$ cat config.mk
export PLATFORM = sky130hd
export DESIGN_NAME = reg_file_2r1w
export DESIGN_NICKNAME = d
export VERILOG_FILES = /design/src/rtl/rf_pkg.sv /design/src/rtl/rf_read_port.sv /design/src/rtl/reg_file_2r1w.sv
export SDC_FILE = /design/constraint.sdc
export NUM_CORES = 1
export LEC_CHECK = 0
export CAP_MARGIN = 40
export CORE_ASPECT_RATIO = 1.4
export CORE_MARGIN = 2
export CORE_UTILIZATION = 55
export DETAILED_ROUTE_END_ITERATION = 7
export PLACE_DENSITY = 0.86
export SETUP_SLACK_MARGIN = 0.2
export SLEW_MARGIN = 25
export SYNTH_ARGS = -nofsm -noshare
export SYNTH_HDL_FRONTEND = slang
export SYNTH_HIERARCHICAL = 1
export SYNTH_SLANG_ARGS = --single-unit
export TNS_END_PERCENT = 30
$ cat constraint.sdc
create_clock -name clk -period 8.2 [get_ports clk]
set_input_delay 0.82 -clock clk [delete_from_list [all_inputs] [get_ports clk]]
set_output_delay 0.82 -clock clk [all_outputs]
set_load 0.02 [all_outputs]
$ cat src/rtl/rf_pkg.sv
// Shared definitions for the 2-read/1-write register file.
// Purpose: holds the default geometry of the register file and the data and
// address types that the ALU and write-back stages use when they talk to it.
// Ports: none (package only).
package rf_pkg;

  localparam int DATA_W   = 16;
  localparam int ADDR_W   = 4;
  localparam int NUM_REGS = 2 ** ADDR_W;

  typedef logic [DATA_W-1:0] rf_data_t;
  typedef logic [ADDR_W-1:0] rf_addr_t;

endpackage

$ cat src/rtl/rf_read_port.sv
// One registered read port of the register file.
// Purpose: compares the read address against the same-cycle write to bypass
// fresh data, masks register 0 when it is hardwired, and registers the read
// data, a valid strobe and the scoreboard hazard flag.
// Ports:
//   clk, rst      clock and asynchronous active-high reset
//   rdEn_i        read enable for this port
//   rdAddr_i      read address
//   wrEff_i       a write is really happening this edge (already not dropped)
//   wrAddr_i      write address
//   wrData_i      write data
//   regData_i     stored value of the addressed register (pre-edge)
//   pending_i     pending bit of the addressed register (pre-edge)
//   data_o        registered read data, held when no read
//   valid_o       high for the cycle after a read
//   hazard_o      the captured read targeted a pending register
module rf_read_port
  import rf_pkg::*;
#(
  parameter int DATA_W      = rf_pkg::DATA_W,
  parameter int ADDR_W      = rf_pkg::ADDR_W,
  parameter int ZERO_REG_EN = 0
) (
  input  logic              clk,
  input  logic              rst,
  input  logic              rdEn_i,
  input  logic [ADDR_W-1:0] rdAddr_i,
  input  logic              wrEff_i,
  input  logic [ADDR_W-1:0] wrAddr_i,
  input  logic [DATA_W-1:0] wrData_i,
  input  logic [DATA_W-1:0] regData_i,
  input  logic              pending_i,
  output logic [DATA_W-1:0] data_o,
  output logic              valid_o,
  output logic              hazard_o
);

  localparam bit zeroEn = (ZERO_REG_EN != 0);

  logic [DATA_W-1:0] data_q, data_d;
  logic              valid_q, valid_d;
  logic              hazard_q, hazard_d;
  logic              bypass;
  logic              isZeroReg;

  // A write landing on the same edge as the read is forwarded straight to
  // the output, so the reader never sees the stale stored value. A bypassed
  // read is never a hazard because the producer has just delivered.
  assign bypass    = wrEff_i && (wrAddr_i == rdAddr_i);
  assign isZeroReg = zeroEn && (rdAddr_i == '0);

  // Next-state selection for the output registers. Without a read, data and
  // hazard keep their last captured values and only valid drops.
  always_comb begin
    data_d   = data_q;
    hazard_d = hazard_q;
    valid_d  = 1'b0;
    if (rdEn_i) begin
      valid_d = 1'b1;
      if (isZeroReg) begin
        data_d   = '0;
        hazard_d = 1'b0;
      end else if (bypass) begin
        data_d   = wrData_i;
        hazard_d = 1'b0;
      end else begin
        data_d   = regData_i;
        hazard_d = pending_i;
      end
    end
  end

  // Output registers, cleared asynchronously and held clear during reset.
  always_ff @(posedge clk or posedge rst) begin
    if (rst) begin
      data_q   <= '0;
      valid_q  <= 1'b0;
      hazard_q <= 1'b0;
    end else begin
      data_q   <= data_d;
      valid_q  <= valid_d;
      hazard_q <= hazard_d;
    end
  end

  assign data_o   = data_q;
  assign valid_o  = valid_q;
  assign hazard_o = hazard_q;

endmodule

$ cat src/rtl/reg_file_2r1w.sv
// 16 x 16-bit register file with two registered read ports and one write port.
// Purpose: storage between write-back (W side) and the ALU operands (P/Q side),
// with a per-register pending bit that tracks results still outstanding.
// Ports:
//   clk, rst                   clock and asynchronous active-high reset
//   W_wr, W_addr, W_data       write port
//   Rs_set, Rs_addr            reserve: mark a register as awaiting a result
//   Rp_rd, Rp_addr             read request, port P
//   Rp_data, Rp_valid, Rp_hazard   registered read result, port P
//   Rq_rd, Rq_addr             read request, port Q
//   Rq_data, Rq_valid, Rq_hazard   registered read result, port Q
module reg_file_2r1w
  import rf_pkg::*;
#(
  parameter int DATA_W      = rf_pkg::DATA_W,
  parameter int ADDR_W      = rf_pkg::ADDR_W,
  parameter int ZERO_REG_EN = 0
) (
  input  logic              clk,
  input  logic              rst,
  input  logic              W_wr,
  input  logic [ADDR_W-1:0] W_addr,
  input  logic [DATA_W-1:0] W_data,
  input  logic              Rs_set,
  input  logic [ADDR_W-1:0] Rs_addr,
  input  logic              Rp_rd,
  input  logic [ADDR_W-1:0] Rp_addr,
  output logic [DATA_W-1:0] Rp_data,
  output logic              Rp_valid,
  output logic              Rp_hazard,
  input  logic              Rq_rd,
  input  logic [ADDR_W-1:0] Rq_addr,
  output logic [DATA_W-1:0] Rq_data,
  output logic              Rq_valid,
  output logic              Rq_hazard
);

  localparam int numRegs = 2 ** ADDR_W;
  localparam bit zeroEn  = (ZERO_REG_EN != 0);

  logic [DATA_W-1:0]  regs_q [numRegs];
  logic [DATA_W-1:0]  regs_d [numRegs];
  logic [numRegs-1:0] pending_q, pending_d;
  logic               wrEff;
  logic               rsEff;

  // Writes and reserves aimed at a hardwired register 0 are simply dropped,
  // which keeps its storage at zero and its pending bit clear forever.
  assign wrEff = W_wr   && !(zeroEn && (W_addr  == '0));
  assign rsEff = Rs_set && !(zeroEn && (Rs_addr == '0));

  // Next state of the array and the scoreboard. A write clears the pending
  // bit of its target, but a reserve on the same edge is applied afterwards
  // so it wins: it represents a newer producer that is still outstanding.
  always_comb begin
    regs_d    = regs_q;
    pending_d = pending_q;
    if (wrEff) begin
      regs_d[W_addr]    = W_data;
      pending_d[W_addr] = 1'b0;
    end
    if (rsEff) begin
      pending_d[Rs_addr] = 1'b1;
    end
  end

  // Storage and scoreboard registers, all cleared by the async reset.
  always_ff @(posedge clk or posedge rst) begin
    if (rst) begin
      for (int i = 0; i < numRegs; i++) begin
        regs_q[i] <= '0;
      end
      pending_q <= '0;
    end else begin
      regs_q    <= regs_d;
      pending_q <= pending_d;
    end
  end

  // Both read ports look at pre-edge storage and pending state, so a reserve
  // issued on the same edge as a read does not flag that read.
  rf_read_port #(
    .DATA_W      (DATA_W),
    .ADDR_W      (ADDR_W),
    .ZERO_REG_EN (ZERO_REG_EN)
  ) portP (
    .clk       (clk),
    .rst       (rst),
    .rdEn_i    (Rp_rd),
    .rdAddr_i  (Rp_addr),
    .wrEff_i   (wrEff),
    .wrAddr_i  (W_addr),
    .wrData_i  (W_data),
    .regData_i (regs_q[Rp_addr]),
    .pending_i (pending_q[Rp_addr]),
    .data_o    (Rp_data),
    .valid_o   (Rp_valid),
    .hazard_o  (Rp_hazard)
  );

  rf_read_port #(
    .DATA_W      (DATA_W),
    .ADDR_W      (ADDR_W),
    .ZERO_REG_EN (ZERO_REG_EN)
  ) portQ (
    .clk       (clk),
    .rst       (rst),
    .rdEn_i    (Rq_rd),
    .rdAddr_i  (Rq_addr),
    .wrEff_i   (wrEff),
    .wrAddr_i  (W_addr),
    .wrData_i  (W_data),
    .regData_i (regs_q[Rq_addr]),
    .pending_i (pending_q[Rq_addr]),
    .data_o    (Rq_data),
    .valid_o   (Rq_valid),
    .hazard_o  (Rq_hazard)
  );

endmodule
== Word level (Yosys, flattened, before mapping) ==
Cells that the tools add are included.
Widths: inputs -> output; s select.

* Flip-flop bits (word level): 308
* Bits of input ports: 38
* Output and inout port bits: 36
* Word-level logic and storage cells: 71

* Order comparisons: 10
* Eq/ne operators: 2
* Mux-type cells: 25
* Bitwise gates (word level): 6
* Reductions and logical operators: 5

{| class="wikitable"
|+ Operator list
! operator !! count
|-
| $bwmux 256 || 1
|-
| $mux 16 || 9
|-
| $bmux 16 s4 || 2
|-
| $demux 16 s4 || 1
|-
| $lt 4x5->1 const B || 4
|-
| $and 16x16->16 || 1
|-
| $not 16->16 || 1
|-
| $or 16x16->16 || 1
|-
| $ge 5x5->1 const B || 3
|-
| $not 4->5 || 3
|-
| $bmux 1 s4 || 2
|-
| $demux 1 s4 || 2
|-
| $eq 4x4->1 || 2
|-
| $ge 4x1->1 const B || 2
|-
| $mux 1 || 8
|-
| $logic_and 1x1->1 || 5
|-
| $lt 5x1->1 const B || 1
|}

== Longest topological paths before layout ==
* Depth after elaboration: 9
* Gate-level depth with buffers: 9

== Hierarchy ==
The synthesis kept the hierarchy.

{| class="wikitable"
|+ Modules (own cells, without submodules)
! module !! times used !! cells an instance !! area an instance (um^2)
|-
| reg_file_2r1w || 1 || 924 || 14302.5
|-
| rf_read_port || 2 || 104 || 898.4
|}

== Worst setup path after synthesis ==
Ideal clock, no wire load.

* Path kind: input to register
* Start point: input Rp_addr[1]
* End point: register portP.data_q[12], in the netlist portP/data_o[12]
* Library setup time: 0.141 ns
* Arrival: 2.209 ns
* Required time: 8.059 ns
* Setup slack: 5.850 ns
* Stages on the path: 8
* Path buffers: 3
* Cell sequence: buf_2 buf_2 buf_2 mux4_2 a22oi_1 nand2_1 o21ai_0 a31oi_1

* Word-level cells in the longest chain between the ends: 5
* Elaborated cells between the ends (all ways): 7
* Classes of those cells: 1 x eq/ne; 4 x mux; 1 x bitwise; 1 x reduce/logical

{| class="wikitable"
|+ Ends and longest elaborated chain
! item !! line !! source
|-
| start, declared || reg_file_2r1w.sv:27 || <nowiki>input logic [ADDR_W-1:0] Rp_addr,</nowiki>
|-
| $not 4->5 (not written as such) || reg_file_2r1w.sv:94 || <nowiki>.regData_i (regs_q[Rp_addr]),</nowiki>
|-
| $bmux 16 s4 || reg_file_2r1w.sv:94 ||
|-
| $mux 16 (not written as such) (2 in series) || reg_file_2r1w.sv:94 ||
|-
| $mux 16 * || rf_read_port.sv:63 || <nowiki>end else if (bypass) begin</nowiki>
|-
| end signal, assigned || rf_read_port.sv:80 || <nowiki>data_q <= data_d;</nowiki>
|-
| end, declared || rf_read_port.sv:40 || <nowiki>logic [DATA_W-1:0] data_q, data_d;</nowiki>
|}

Mark *: on every way between the ends. The rest lies on a longest branch, timed or not. The select of a mux whose other input is x is not followed.
A chain may end at the register's enable or synchronous reset.

== Final worst setup path ==
* Start point: input Rq_addr[1]
* End point: register portQ.data_q[11], in the netlist portQ/data_o[11]

* Word-level cells in the longest chain between the ends: 5
* Elaborated cells between the ends (all ways): 7
* Classes of those cells: 1 x eq/ne; 4 x mux; 1 x bitwise; 1 x reduce/logical

{| class="wikitable"
|+ Ends and longest elaborated chain
! item !! line !! source
|-
| start, declared || reg_file_2r1w.sv:32 || <nowiki>input logic [ADDR_W-1:0] Rq_addr,</nowiki>
|-
| $not 4->5 (not written as such) || reg_file_2r1w.sv:113 || <nowiki>.regData_i (regs_q[Rq_addr]),</nowiki>
|-
| $bmux 16 s4 || reg_file_2r1w.sv:113 ||
|-
| $mux 16 (not written as such) (2 in series) || reg_file_2r1w.sv:113 ||
|-
| $mux 16 * || rf_read_port.sv:63 ||
|-
| end signal, assigned || rf_read_port.sv:80 ||
|-
| end, declared || rf_read_port.sv:40 ||
|}

Marks and branches as above.

==> reports/results.txt <==
Die area -> 30700 sq um
EDFF count, synth -> 0
Top cells by area, synth -> dfrtp_1, mux4_2, mux2_2, a22oi_1, a31oi_1
Tmin final -> 3.15 ns
Req. time, crit path -> 8.61 ns
GPL Wtd Cong -> 0.887
Slowest cell on crit path -> nand3_1
Crit-path max FO -> 45
Gr usage total -> 29.9%
Netlist Area Pre-Place -> 16100 sq um
First-pass GRT wire length -> 69200 um
Layout cells sized above 1 -> 42.2%
Clock slew at reported path FFs -> 0.07 ns
Fin cells -> 1569
Placed cells -> 1509
H-Tree Depth -> 1
Die X-Extent -> 149 um
Vias in the first global route -> 12000
Initial cell density of the core -> 55.6%
Distinct cell type count after synthesis -> 35
Met2 routed WL -> 21700 um
Register area share after synthesis -> 47.9%
Uppermost layer routed -> met4
Initial antenna violation count -> 1
Outcome -> finished clean
IO Port Bufs -> 73
Cell accounting for the most synthesized area -> dfrtp_1
Clock sinks -> 308
TritonCTS clock tree -> yes
Initial DRC Count -> 1427
Post_cts resized -> 0
Clock Latency Late Sink -> 0.56 ns
Die Ht -> 206 um
Pwr/cell area -> 256 nW/um^2
Core region area -> 29000 sq um
Share of the synthesized area in the top cell type -> 47.9%
Num CTS Buffers -> 29
Global route overflow -> 0
Critical path class -> input pin to register
Endpoint class of the critical path -> register
Via density -> 7.28
WL/cell -> 29.4 um
Top-level I/O count -> 74
# setup viols final -> 0
# Post-CTS Setup Buffers -> 0
Max frequency -> 0.317 GHz
CP cell instances -> buf_4 > buf_4 > xnor2_1 > nand3_1 > o21ai_0 > a31oi_1
Row count -> 74
Synthesized area per cell -> 14.2 sq um
CP peak stage delay -> 0.75 ns
Pin count of the biggest net entering global routing -> 186
Post-Syn Nets -> 1170
Most frequent cell after synthesis -> dfrtp_1
Worst Max-Slew Pin Slew -> 1.00 ns
Post-place setup slack -> 4.58 ns
P_leak -> 0.00741 uW
Synth Warn # -> 6
Commonest cells post-synth -> dfrtp_1, mux2_2, mux4_2
Area delta synth->final -> 13.1%
Vias -> 11400
DRC violations left -> 0
Buffer type at the clock tree root -> clkbuf_16
Met3 routed WL -> 5570 um
Clock buffer depth -> 3
Layout Nets -> 1205
Max cap viols -> 0
Max Transition Viols Final -> 0
Setup TNS -> 0 ns
Cell repeated most along the worst path -> buf_4
Final hold vios -> 0
Peak supply drop -> 0.137 mV
Hold buffer count at CTS -> 0
DRT met1 WL -> 15500 um
Worst Hold Class -> register to register
Cells after Synth -> 1132
DR pass1 iterations -> 6
Number of synthesized register bits -> 308
Final setup margin -> 5.05 ns
Crit path DAT -> 3.56 ns
DP HPWL -> 27300 um
Slew HR -> 32.9%
Routed Antenna Nets -> 0
Clk_skew -> 0.0109 ns
DRT Wirelength -> 46200 um
RSZ-0062 raised after global routing -> false
Crit start category -> input pin
Fin crit share -> 38.4%
Async SR Flop Fraction -> 100%
Ys flop type -> dfrtp_1
## power by group
| group | total, uW | leakage, uW | internal [uW] | switching, uW |
|---|---|---|---|---|
| combinational | 1110 | 0.00315 | 646 | 459 |
| sequential | 2140 | 0.00376 | 1860 | 279 |
| clock | 1420 | 0.000499 | 824 | 596 |
| total | 4670 | 0.00741 | 3330 | 1330 |
## path summary, 6_finish.rpt
path,start,to,slack (ns),depth (start not counted)
setup / recovery,Rq_addr[1],portQ/data_o[11]$_DFFE_PP0P_,5.05,6
hold / removal,pending_q[1]$_DFF_PP0_,pending_q[1]$_DFF_PP0_,0.52,1
setup reg to reg,regs_q[206]$_DFFE_PP0P_,portQ/data_o[14]$_DFFE_PP0P_,6.44,5
hold reg to reg,pending_q[1]$_DFF_PP0_,pending_q[1]$_DFF_PP0_,0.52,1
max in group asynchronous,rst,regs_q[234]$_DFFE_PP0P_,6.19,5
min in group asynchronous,rst,portP/data_o[7]$_DFFE_PP0P_,0.68,2
## routing by layer
layer / vias to the layer above / global-route usage, %
met5: - / 0
met4: 0 / 19.3
met3: 265 / 8.10
met2: 928 / 46.8
met1: 5814 / 37.0
li1: 4416 / -
## critical path: cells and delay by family
family / cells / cell delay, ns
and+or+nand+nor: 1 / 0.75
xor gates and xnor gates: 1 / 0.21
buffers and inverters: 2 / 1.03
AOI/OAI and AO/OA: 2 / 0.69
## state kept, by name, summed over array words and instances (netlist names)
signal / count
pending_q: 16
portP/data_o: 16
portP/hazard_o: 1
portP/valid_o: 1
portQ/data_o: 16
portQ/hazard_o: 1
portQ/valid_o: 1
regs_q: 256
## through the flow
| stage | total power (uW) | hold WS (ns) | utilization [%] | cell area, sq um |
|---|---|---|---|---|
| after floorplan | 2870 | 0.461 | - | 16100 |
| after detailed placement | 3210 | 0.500 | 58.8 | 17000 |
| after CTS | 4640 | 0.520 | 62.3 | 18100 |
| after global routing | 4850 | 0.536 | 62.8 | 18200 |
| final | 4670 | 0.518 | 62.8 | 18200 |
| after global placement | 3120 | 0.482 | 58.4 | 16900 |
## cell type report
cell class | instances | area (sq um)
fillers | 1973 | 10800
multi-input cells | 710 | 7820
flip-flops and latches | 308 | 7710
repair buffers | 109 | 1150
clock buffers | 38 | 850
well taps | 380 | 475
clock inverters | 14 | 168
inverters | 9 | 37.5
diodes | 1 | 2.50
## kinds of logic after synthesis
| logic type | synth area share [%] |
|---|---|
| simple gates | 4.57 |
| flops | 47.9 |
| compound gates | 6.52 |
| xor+xnor | 0.435 |
| mux | 36.9 |
| buf+inv | 3.67 |
## layout by cell type, fill, tap and decap left out, types with 4 or more instances in the layout
master             n
a22oi_1           68
a31oi_1           32
and2_1             4
buf_16             5
buf_4             26
buf_8              5
clkbuf_16         29
clkbuf_8           9
clkdlybuf4s50_1   69
clkinv_2           6
clkinvlp_4         4
dfrtp_1          308
inv_1              8
mux2_2           256
mux4_2           136
nand2_1           40
nand2b_1           7
nand3_1           36
nor2_1            36
nor2_2             6
o21ai_0           40
o21ai_1            8
xnor2_1            8
Power figures use the tool's default switching activity.
